<file path="src/rtl/mjs_pkg.sv">
// Shared types and helpers for the multiplier job sequencer.
// Holds the FSM state enum, default widths and a pointer-width helper.
package mjs_pkg;

    localparam int DEF_WIDTH = 16;
    localparam int DEF_RES_W = 2 * DEF_WIDTH;

    typedef enum logic [1:0] {
        IDLE,
        ISSUE,
        WAIT,
        OUT
    } state_t;

    function automatic int clog2(input int value);
        int r;
        r = 0;
        while ((1 << r) < value) begin
            r++;
        end
        return r;
    endfunction

endpackage

</file>
<file path="src/rtl/mjs_operand_fifo.sv">
// Synchronous operand FIFO with wrap-bit pointers; head read combinationally.
// Ports: clk, rst (sync, active high), push/din, pop/dout, full, empty.
module mjs_operand_fifo
    import mjs_pkg::*;
#(
    parameter int W     = DEF_RES_W,
    parameter int DEPTH = 4
) (
    input  logic         clk,
    input  logic         rst,
    input  logic         push,
    input  logic [W-1:0] din,
    input  logic         pop,
    output logic [W-1:0] dout,
    output logic         full,
    output logic         empty
);

    localparam int AW = clog2(DEPTH);

    logic [AW:0]  wr_ptr;
    logic [AW:0]  rd_ptr;
    logic [W-1:0] mem [DEPTH];

    assign empty = (wr_ptr == rd_ptr);
    assign full  = (wr_ptr[AW] != rd_ptr[AW]) &&
                   (wr_ptr[AW-1:0] == rd_ptr[AW-1:0]);
    assign dout  = mem[rd_ptr[AW-1:0]];

    always_ff @(posedge clk) begin
        if (rst) begin
            wr_ptr <= '0;
            rd_ptr <= '0;
        end else begin
            if (push && !full) begin
                mem[wr_ptr[AW-1:0]] <= din;
                wr_ptr <= wr_ptr + 1'b1;
            end
            if (pop && !empty) begin
                rd_ptr <= rd_ptr + 1'b1;
            end
        end
    end

endmodule

</file>
<file path="src/rtl/mult_job_sequencer.sv">
// Feeds buffered operand pairs to the leading-one multiplier one job at a
// time, answers zero operands locally and streams products out.
// Ports: clk/rst; in_valid/in_ready/in_a/in_b operand stream;
// mul_start/mul_a/mul_b/mul_done/mul_result/mul_rst multiplier side;
// out_valid/out_ready/out_result/out_err result stream; busy status.
// Optional watchdog on the multiplier wait: define MJS_TIMEOUT_EN.
module mult_job_sequencer
    import mjs_pkg::*;
#(
    parameter int WIDTH       = DEF_WIDTH,
    parameter int DEPTH       = 4,
    parameter int TIMEOUT_CYC = 1023
) (
    input  logic               clk,
    input  logic               rst,
    input  logic               in_valid,
    output logic               in_ready,
    input  logic [WIDTH-1:0]   in_a,
    input  logic [WIDTH-1:0]   in_b,
    output logic               mul_start,
    output logic [WIDTH-1:0]   mul_a,
    output logic [WIDTH-1:0]   mul_b,
    input  logic               mul_done,
    input  logic [2*WIDTH-1:0] mul_result,
    output logic               mul_rst,
    output logic               out_valid,
    input  logic               out_ready,
    output logic [2*WIDTH-1:0] out_result,
    output logic               out_err,
    output logic               busy
);

    state_t state;
    state_t state_nxt;

    logic [2*WIDTH-1:0] head;
    logic fifo_full;
    logic fifo_empty;
    logic pop;
    logic zero_op;
    logic done_hit;
    logic expire;

    mjs_operand_fifo #(
        .W     (2 * WIDTH),
        .DEPTH (DEPTH)
    ) u_fifo (
        .clk   (clk),
        .rst   (rst),
        .push  (in_valid),
        .din   ({in_a, in_b}),
        .pop   (pop),
        .dout  (head),
        .full  (fifo_full),
        .empty (fifo_empty)
    );

    // The multiplier's leading-one search hangs on zero, so skip it.
    assign zero_op = (head[2*WIDTH-1:WIDTH] == '0) ||
                     (head[WIDTH-1:0] == '0);

    assign in_ready  = !fifo_full;
    assign done_hit  = (state == WAIT) && mul_done;
    assign mul_start = (state == ISSUE);
    assign out_valid = (state == OUT);
    assign busy      = !fifo_empty || (state != IDLE);
    assign mul_rst   = rst || expire;

`ifdef MJS_TIMEOUT_EN
    localparam int CNT_W = clog2(TIMEOUT_CYC + 1);
    localparam logic [CNT_W-1:0] CNT_LAST = CNT_W'(TIMEOUT_CYC - 1);

    logic [CNT_W-1:0] wait_cnt;
    logic             err_q;

    always_ff @(posedge clk) begin
        if (rst || state == ISSUE) begin
            wait_cnt <= '0;
        end else if (state == WAIT) begin
            wait_cnt <= wait_cnt + 1'b1;
        end
    end

    // Fires in the last allowed WAIT cycle; a same-cycle done wins.
    assign expire = (state == WAIT) && !mul_done &&
                    (wait_cnt == CNT_LAST);

    always_ff @(posedge clk) begin
        if (rst) begin
            err_q <= 1'b0;
        end else if (pop) begin
            err_q <= 1'b0;
        end else if (expire) begin
            err_q <= 1'b1;
        end
    end

    assign out_err = err_q;
`else
    logic [31:0] unused_timeout;

    assign unused_timeout = 32'(TIMEOUT_CYC);
    assign expire         = 1'b0;
    assign out_err        = 1'b0;
`endif

    always_ff @(posedge clk) begin
        if (rst) begin
            state <= IDLE;
        end else begin
            state <= state_nxt;
        end
    end

    always_comb begin
        state_nxt = state;
        pop       = 1'b0;
        unique case (state)
            IDLE: begin
                if (!fifo_empty) begin
                    pop       = 1'b1;
                    state_nxt = zero_op ? OUT : ISSUE;
                end
            end
            ISSUE: begin
                state_nxt = WAIT;
            end
            WAIT: begin
                if (mul_done || expire) begin
                    state_nxt = OUT;
                end
            end
            OUT: begin
                if (out_ready) begin
                    state_nxt = IDLE;
                end
            end
            default: begin
                state_nxt = IDLE;
            end
        endcase
    end

    always_ff @(posedge clk) begin
        if (rst) begin
            mul_a      <= '0;
            mul_b      <= '0;
            out_result <= '0;
        end else begin
            if (pop) begin
                mul_a <= head[2*WIDTH-1:WIDTH];
                mul_b <= head[WIDTH-1:0];
                if (zero_op) begin
                    out_result <= '0;
                end
            end
            if (done_hit) begin
                out_result <= mul_result;
            end else if (expire) begin
                out_result <= '0;
            end
        end
    end

endmodule

</file>
<file path="config.mk">
export PLATFORM = sky130hd
export DESIGN_NAME = mult_job_sequencer
export DESIGN_NICKNAME = d
export VERILOG_FILES = /design/src/rtl/mjs_pkg.sv /design/src/rtl/mjs_operand_fifo.sv /design/src/rtl/mult_job_sequencer.sv
export SDC_FILE = /design/constraint.sdc
export NUM_CORES = 1
export LEC_CHECK = 0
export CAP_MARGIN = 15
export CORE_ASPECT_RATIO = 0.75
export CORE_MARGIN = 2
export CORE_UTILIZATION = 56
export DETAILED_ROUTE_END_ITERATION = 16
export HOLD_SLACK_MARGIN = 0.05
export PLACE_DENSITY = 0.85
export SLEW_MARGIN = 20
export SYNTH_ARGS = -nofsm -noshare
export SYNTH_HDL_FRONTEND = slang
export SYNTH_SLANG_ARGS = --single-unit
</file>
<file path="constraint.sdc">
create_clock -name clk -period 3.3 [get_ports clk]
set_input_delay 0.825 -clock clk [delete_from_list [all_inputs] [get_ports clk]]
set_output_delay 0.825 -clock clk [all_outputs]
set_load 0.02 [all_outputs]
</file>
==> metrics, run 1 <==
status=finished, final reports clean; reg-to-reg slack, setup=~500 ps; CP Data Required Time=around 2500 ps; crit path from=rst; slew margin rel.=a little under half; Pleak=0.00327 µW; Filler Cells Inserted=791; critical path's top delay family=buffers and inverters; CTS tree=done; clock sink total=between 200 and 250; power per cell area=721 nW/µm²; first-pass GRT wire length=roughly 26000 µm; FF-to-FF End=out_result[5]$_SDFFE_PP0P_; commonest non-fill, non-tap cells in the layout=clkdlybuf4s50_1 (137), nand2_1 (135), edfxtp_1 (128); port buffer count=approximately 140; RSZ-0062 raised after global routing=no; Worst Setup End Kind=primary output; crit path to=mul_rst; crit path buf inv count=2; Worst Path Arrival=about 2200 ps; CP Depth=2; Final Hold Viols=0; CTS H-tree depth=1; Seq cells post-synth=just over 200; largest net degree at the start of global routing=43; TNS Setup=0 ps; core area=13100 µm²; CP startpoint kind=input pin; Layout Skew=12.3 ps; Hold Crit Class=flop to flop; Hold Buf Count CTS=0; Initial Utilization=between 50% and 60%; fin util=74.6%; Cell Chain, Critical Path=clkdlybuf4s50_1 -> clkdlybuf4s50_1; Setup Fix Bufs, Post-CTS=0; drt drc=0; CP max stage delay=~690 ps; r2r worst-path depth=7; DP HPWL=~11000 µm; Vias/cell=between 5 and 6; Yosys top cell by area=edfxtp_1; Max clock buf depth=3; number of max-cap violations=0; synth unique cells=31; grt total ovfl=0; Max Slew Vio Count=0; post-cts sizing count=0; top cells by area, synth=edfxtp_1 (51%), dfxtp_1 (19%), mux4_2 (9.5%), nand2_1 (6.7%), o21ai_2 (3.5%); Internal Power=4970 µW; maximum net fanout on the critical path=5; num rows=36; die area=14500 µm²; share of cells above drive strength 1=around 16%; Worst VDD drop=approximately 0.58 mV; Initial DRC Count=between 200 and 300; Final nets=between 700 and 800; Die Height=approximately 100 µm; top cell type's share of synthesized area=between 50% and 60%; Net Sw Power=roughly 2100 µW; period utilization=~90%; final hold slack=roughly 460 ps; layout overhead on the synthesized area=28.5%; initial antenna violation count=0; Overall Global Routing Usage=~23%; Cells after Synth=between 500 and 600; WL/cell=just under 20 µm; root buffer cell=clkbuf_16; Reg power frac=43.7%; DR pass1 iterations=5; switching share of power=between 20% and 30%; Cell Area, Synth=7600 µm²; Final min period=around 3000 ps; Critical Path Slowest Stage Cell=clkdlybuf4s50_1; final setup violating endpoints=0; Worst Hold Depth=2; Setup CP Type=input pin to primary output; Synth Net Count=a little over 600; Tightest Pin Transition=roughly 780 ps; die width=~140 µm; post-route ant nets=0; CTS Buf Count=19; Clock Power Share=30.0%; synthesis warning total=0; CTS clock-pin slew for the worst setup and hold paths=~70 ps; Syn Area/Cell=approximately 14 µm²; vias in the first global route=4944; Crit path top cell by count=clkdlybuf4s50_1; Top-Level Pins=approximately 140; clk_lat worst skew=about 480 ps; Final GP Congestion=between 0.7 and 0.8; Detailed Route WL=~17000 µm; Combinational Power Share=26.3%; Fmax=~0.33 GHz; most common cell after layout, fill and taps aside=clkdlybuf4s50_1; sequential area share after synthesis=a little over two thirds; vias=4797
[how the worst min path moves through the flow]
stage | start | endpoint | slack, ps
finish | out_result[15]$_SDFFE_PP0P_ | out_result[15]$_SDFFE_PP0P_ | 460
floorplan | u_fifo.rd_ptr[1]$_SDFFE_PP0P_ | flop | 480
CTS | mul_a[7]$_SDFFE_PP0P_ | mul_a[7]$_SDFFE_PP0P_ | 460
global placement | out_result[4]$_SDFFE_PP0P_ | out_result[4]$_SDFFE_PP0P_ | 440
detailed placement | out_result[15]$_SDFFE_PP0P_ | out_result[15]$_SDFFE_PP0P_ | 450
global route | mul_a[7]$_SDFFE_PP0P_ | mul_a[7]$_SDFFE_PP0P_ | 480
[cell usage after synthesis]
master / n
nand2_1: 135
edfxtp_1: 128
dfxtp_1: 74
a21oi_1: 35
mux4_2: 32
o21ai_2: 30
clkbuf_1: 17
ha_1: 10
inv_1: 8
nor4_1: 8
nor2_1: 7
buf_6: 6
xnor2_1: 5
and2_1: 4
buf_1: 3
buf_4: 3
nand3_1: 3
nand4_1: 3
o21ai_1: 2
xor2_1: 2
a2111o_1: 1
a211oi_1: 1
a21oi_4: 1
a31oi_1: 1
conb_1: 1
mux2i_1: 1
nand3b_1: 1
nor2b_1: 1
nor3_1: 1
o21ai_0: 1
o221ai_1: 1
[registers in the layout (all words and copies together) (netlist names), named ones only]
register       cells
out_result        32
mul_a             16
u_fifo.rd_ptr      3
state              2
mul_b             16
u_fifo.mem       128
u_fifo.wr_ptr      3
[stage by stage]
step | worst slack [ps] | total power [µW] | cells | area (µm²)
2_1_floorplan | 934 | 4220 | 526 | 7600
3_3_place_gp | 415 | 4910 | 817 | 9150
3_5_place_dp | 339 | 4980 | 817 | 9160
4_1_cts | 340 | 7080 | 850 | 9770
5_1_grt | 281 | 7320 | 850 | 9770
6_report | 310 | 7050 | 851 | 9770
[cell type report]
| cell class | count | area, µm² | share of cell area (%) |
|---|---|---|---|
| Timing Repair Buffer | 149 | 1490 | 15.2 |
| Sequential cell | 202 | 5330 | 54.5 |
| Antenna cell | 1 | 2.50 | 0.0256 |
| Clock inverter | 10 | 82.6 | 0.845 |
| Inverter | 8 | 30.0 | 0.307 |
| Clock buffer | 23 | 522 | 5.34 |
| Tap cell | 171 | 214 | 2.19 |
| Multi-Input combinational cell | 287 | 2110 | 21.6 |
[kinds of logic (layout without fill, tap and decap cells)]
family,after synthesis,count (layout),synth area share [%]
AO/OA/AOI/OAI,73,73,6.61
flip-flops,202,202,70.0
buffers and inverters,37,190,2.57
multiplexers,33,33,9.61
adder cells (fa/ha/maj),10,10,1.65
other,1,2,0.0493
AND/OR/NAND/NOR,163,163,8.69
XOR/XNOR,7,7,0.806
[power groups by stage]
stage                     sequential (µW)  combinational (µW)  clock (µW)
after global placement               3120                1800           0
after global routing                 3110                1990        2230
final                                3080                1850        2120
after floorplan                      3290                 930           0
after detailed placement             3140                1840           0
after CTS                            3080                1860        2140
[metal layers]
metal	vias to the layer above	global-route usage, %	wire [µm]
met5	-	0	0
met4	0	6.12	302
met3	28	4.86	1180
met2	185	40.6	8570
met1	2388	28.8	6600
li1	2196	-	-
No activity file was read; power rests on OpenSTA's default activity.
==> run 2: changes to the inputs <==
- CORE_UTILIZATION: 56 -> 52
- CTS_CLUSTER_DIAMETER: unset -> 150
- PLACE_DENSITY: 0.85 -> 0.79
- clock period: 3.3 -> 2.9 ns (I/O delays scaled with it)
==> run 2 against run 1 <==
  * Count of clock-buffer cells in the layout up 5
  * Via count down 1.5%
  * Sequential power is 13% higher
  * Non-clock buffer count decreased by 1
  * Worst hold slack got worse by 5.2 ps
  * Setup slack worse by 150 ps
  * Register-to-register slack got worse by 180 ps
  * First-iteration DRC count rose by 14%
==> metrics, run 2 (same netlist as run 1, synthesis figures left out) <==
Final nets=746; core area=between 10000 and 15000 µm²; switching share of power=just under 30%; antenna fix cells=0; CTS H-tree depth=1; Vias/cell=about 5.4; final worst setup slack=158 ps; CTS tree=done; drt drc=0; maximum net fanout on the critical path=5; vias in the first global route=roughly 4800; grt total ovfl=0; Die Height=109 µm; Layout Skew=between 5 and 6 ps; port buffer count=roughly 140; status=finished, final reports clean; Overall Global Routing Usage=a little over a fifth; Final Hold Viols=0; CP Data Required Time=~2200 ps; share of cells above drive strength 1=between 15 and 20%; num rows=38; Clock Power Share=29.6%; Top-Level Pins=around 140; die width=between 100 and 150 µm; initial antenna violation count=1; Combinational Power Share=between 20% and 30%; first-pass GRT wire length=roughly 25000 µm; power per cell area=a little over 800 nW/µm²; vias=~4700; CP startpoint kind=flop; die area=~16000 µm²; CTS Buf Count=20; Fmax=0.365 GHz; final setup violating endpoints=0; RSZ-0062 raised after global routing=no; fin util=between 60% and 70%; Net Sw Power=about 2300 µW; number of max-cap violations=0; Max Slew Vio Count=0; Final min period=approximately 2700 ps; Worst Path Arrival=about 2000 ps; root buffer cell=clkbuf_16; Worst VDD drop=between 0.4 and 0.5 mV; Worst Setup End Kind=primary output; layout overhead on the synthesized area=29.2%; max reg flops=around 130; clock sink total=202; clk_lat worst skew=480 ps; post-route ant nets=0; Detailed Route WL=between 15000 and 20000 µm; Final GP Congestion=0.809; Internal Power=~5600 µW; Final Power=between 7000 and 8000 µW; WL/cell=about 18 µm; DR pass1 iterations=5; period utilization=94.5%; slew margin rel.=between 40 and 50%; dpl ws=roughly 160 ps; Reg power frac=43.8%; Setup CP Type=flop to primary output; post-cts sizing count=0; CTS clock-pin slew for the worst setup and hold paths=60 ps; Hold Crit Class=flop to flop; Max clock buf depth=3; Tightest Pin Transition=~810 ps; Setup Fix Bufs, Post-CTS=0; DP HPWL=about 11000 µm; most common cell after layout, fill and taps aside=clkdlybuf4s50_1; TNS Setup=0 ps; Hold Buf Count CTS=0; Pleak=0.00326 µW; Initial Utilization=a little over half; commonest non-fill, non-tap cells in the layout=clkdlybuf4s50_1 (137), nand2_1 (135), edfxtp_1 (128); largest net degree at the start of global routing=46; Initial DRC Count=341
-- run 2: critical path: stages (launching register included) --
cell,delay (ps)
dfxtp_1,360
xnor2_1,350
nand3b_1,220
clkdlybuf4s50_1,600
-- run 2: layout make-up --
| cell class | count | area, µm² |
|---|---|---|
| Clock buffer | 28 | 562 |
| Clock inverter | 8 | 42.5 |
| Fill cell | 958 | 4530 |
| Inverter | 8 | 30.0 |
| Multi-Input combinational cell | 287 | 2110 |
| Sequential cell | 202 | 5330 |
| Tap cell | 200 | 250 |
| Timing Repair Buffer | 148 | 1500 |
-- run 2: per-layer routing --
layer  global-route usage (%)  vias to the layer above  share of wire [%]
li1                         -                     2197                  -
met1                     27.6                     2325                 41
met2                     35.7                      171                 50
met3                     4.13                       30                6.6
met4                     6.09                        2                2.4
met5                        0                        -              0.068
-- run 2: path summary, 6_finish.rpt --
check	startpoint	endpoint	slack [ps]	depth (start not counted)
setup reg to reg	flop	out_result[4]$_SDFFE_PP0P_	320	7
hold reg to reg	out_result[4]$_SDFFE_PP0P_	out_result[4]$_SDFFE_PP0P_	450	2
setup / recovery	u_fifo.wr_ptr[1]$_SDFFE_PP0N_	in_ready	160	3
hold / removal	out_result[4]$_SDFFE_PP0P_	out_result[4]$_SDFFE_PP0P_	450	2
-- run 2: power groups by stage --
stage | clock (µW) | sequential [µW] | combinational, µW
after detailed placement | 0 | 3550 | 2130
after global routing | 2530 | 3520 | 2310
after floorplan | 0 | 3740 | 1060
final | 2360 | 3490 | 2120
after CTS | 2410 | 3490 | 2140
after global placement | 0 | 3540 | 2080
-- run 2: through the flow --
stage	instances	area [µm²]	hold WS (ps)
2_1_floorplan	526	7600	480
5_1_grt	881	9820	476
4_1_cts	881	9820	455
3_5_place_dp	845	9220	447
6_report	881	9820	453
3_3_place_gp	845	9210	435
==> run 3: changes to the inputs <==
- CORE_UTILIZATION: 52 -> 53
- PLACE_DENSITY: 0.79 -> 0.8
- SYNTH_HIERARCHICAL: unset -> 1
==> run 3 against run 2 <==
  * Worst hold slack is essentially flat
  * Combinational power grew 51%
  * Die area grew 7.4%
  * Synthesized cell count grew 7.0%
  * Sequential cell count is the same
  * Synthesized area grew 9.7%
  * Largest cell class unchanged
==> metrics, run 3 <==
largest net degree at the start of global routing=between 60 and 70; sequential area share after synthesis=between 60% and 70%; Syn Area/Cell=roughly 15 µm²; top cells by area, synth=edfxtp_1 (46%), dfxtp_1 (18%), mux4_2 (8.6%), o22ai_2 (4.4%), nand2_1 (3.1%); max reg flops=roughly 130; Critical Path Slowest Stage Cell=clkdlybuf4s50_1; Setup CP Type=flop to primary output; root buffer cell=clkbuf_16; Fmax=between 0.3 and 0.4 GHz; CP Depth=4; RSZ-0062 raised after global routing=no; Vias/cell=around 5.8; period utilization=roughly 95%; Final GP Congestion=0.816; DR pass1 iterations=5; slew margin rel.=54.4%; reg-to-reg slack, setup=310 ps; Seq cells post-synth=just over 200; Initial Utilization=between 50% and 60%; die width=about 150 µm; Max clock buf depth=3; Detailed Route WL=18200 µm; grt total ovfl=0; Pleak=roughly 0.0034 µW; vias=about 5300; crit path to=in_ready; first-pass GRT wire length=28700 µm; initial antenna violation count=0; Cell Chain, Critical Path=xnor2_2 -> nor2_1 -> inv_1 -> clkdlybuf4s50_1; Cells after Synth=between 500 and 600; Overall Global Routing Usage=21.9%; status=finished, final reports clean; share of cells above drive strength 1=18.6%; die area=approximately 17000 µm²; critical path's top delay family=buffers and inverters; CTS tree=done; top cells by count, synth=edfxtp_1 (128), dfxtp_1 (74), nand2_1 (68), a21oi_1 (34), nand3b_1 (33); port buffer count=137; power per cell area=912 nW/µm²; Worst VDD drop=0.479 mV; CP startpoint kind=flop; CP max stage delay=roughly 600 ps; Synth Net Count=642; Top-Level Pins=roughly 140; maximum net fanout on the critical path=8; final setup violating endpoints=0; final hold slack=between 400 and 500 ps; clk_lat worst skew=~500 ps; antenna fix cells=0; Max Slew Vio Count=0; drt drc=0; Layout Skew=8.50 ps; num rows=39; Initial DRC Count=roughly 460; synth unique cells=53; crit path buf inv count=2; synthesis warning total=6; Post-synth EDFFs=128; Most used DFF post-synth=edfxtp_1; Final nets=roughly 770; crit path from=u_fifo/wr_ptr[2]$_SDFFE_PP0P_; CTS clock-pin slew for the worst setup and hold paths=around 60 ps; Tightest Pin Transition=between 600 and 700 ps; ys async rst share=0%; Worst Setup End Kind=primary output; r2r worst-path depth=7; top cell type's share of synthesized area=a little under half; most common cell after layout, fill and taps aside=clkdlybuf4s50_1; post-route ant nets=0; Final Power=just under 10000 µW; FF-to-FF End=out_result[30]$_SDFFE_PP0P_; CP Data Required Time=around 2200 ps; layout overhead on the synthesized area=27.0%; Hold Crit Class=flop to flop; DP HPWL=between 10000 and 15000 µm; commonest non-fill, non-tap cells in the layout=clkdlybuf4s50_1 (135), edfxtp_1 (128), dfxtp_1 (70); core area=roughly 15000 µm²; Final min period=between 2000 and 3000 ps; Filler Cells Inserted=1025; vias in the first global route=approximately 5500; top-count cell post-synth=edfxtp_1; dpl cells=slightly below 900; final instance count without filler cells=913; Final Hold Viols=0; clock sink total=~200; TNS Setup=0 ps; CTS H-tree depth=1; Storage cell area=between 5000 and 6000 µm²; Die Height=roughly 110 µm; CTS Buf Count=20; Worst Path Arrival=around 2000 ps; Cell Area, Synth=~8300 µm²; Yosys top cell by area=edfxtp_1; multi-input logic area=2700 µm²; WL/cell=19.9 µm; number of max-cap violations=0
==> run 3: cell count changes after synthesis, sizes merged, moves of 17 or more <==
cell and delta:
buf +17, nand2 -65, o22ai +32, a22oi +32
o21ai -28, nand3b +32
==> run 3: worst min path at each step <==
stage / start / end / slack (ps) / cells past startpoint
after floorplan: u_fifo/rd_ptr[2]$_SDFFE_PP0P_ / u_fifo/rd_ptr[2]$_SDFFE_PP0P_ / 490 / 2
after global routing: mul_a[13]$_SDFFE_PP0P_ / mul_a[13]$_SDFFE_PP0P_ / 480 / 2
after global placement: mul_a[7]$_SDFFE_PP0P_ / mul_a[7]$_SDFFE_PP0P_ / 440 / 2
after CTS: mul_a[13]$_SDFFE_PP0P_ / mul_a[13]$_SDFFE_PP0P_ / 460 / 2
after detailed placement: mul_a[13]$_SDFFE_PP0P_ / mul_a[13]$_SDFFE_PP0P_ / 450 / 2
final: mul_b[1]$_SDFFE_PP0P_ / mul_b[1]$_SDFFE_PP0P_ / 450 / 2
==> run 3: area by class of cell <==
cell class,count,share of cell area (%)
sequential,202,50.3
inverter,10,0.402
clock inverter,10,1.17
timing repair buffer,153,14.9
clock buffer,26,5.33
tap,205,2.42
multi-input combinational,307,25.5
==> run 3: layer usage <==
| metal | GRT usage [%] | wire (µm) | part of all wire (%) |
|---|---|---|---|
| met1 | 30.2 | 7790 | 43 |
| met2 | 36.5 | 9100 | 50 |
| met3 | 3.33 | 874 | 4.8 |
| met4 | 6.22 | 416 | 2.3 |
| met5 | 0 | 0 | 0 |
==> run 3: worst min-delay path, cell delays in order, from the launching register on <==
cell and delay (ps):
dfxtp_1 310, nand2_1 50, a21oi_1 50
==> run 3: where the power goes <==
group	switching, µW	internal (µW)	total [µW]
clock	1030	1640	2660
combinational	1840	1350	3200
sequential	268	3530	3790
total	3140	6510	9660
==> run 3: cell families after synthesis <==
kind of cell | after synthesis | share of synthesized area [%]
DFF | 202 | 63.8
and+or+nand+nor | 139 | 9.15
AOI/OAI and AO/OA | 118 | 11.9
buffers and inverters | 54 | 4.01
muxes | 33 | 8.76
adders and majority gates | 10 | 1.50
xor gates and xnor gates | 6 | 0.810
other | 1 | 0.0450
==> run 3: what timing repair did <==
action                     in CTS  in global routing
setup endpoints to repair       2                  1
hold buffers                    0                  0
setup buffers                   1                  0
hold endpoints to repair        0                  0
pin swaps                       1                  0
gates resized for setup         1                  5
==> run 3: per-stage QoR <==
| step | util, % | setup slack, ps | cell area, µm² |
|---|---|---|---|
| after global routing | 69.1 | 52.5 | 10600 |
| after CTS | 69.0 | 11.4 | 10600 |
| after detailed placement | 64.5 | 269 | 9880 |
| after global placement | 64.5 | 314 | 9880 |
| final | 69.1 | 140 | 10600 |
| after floorplan | - | 534 | 8340 |
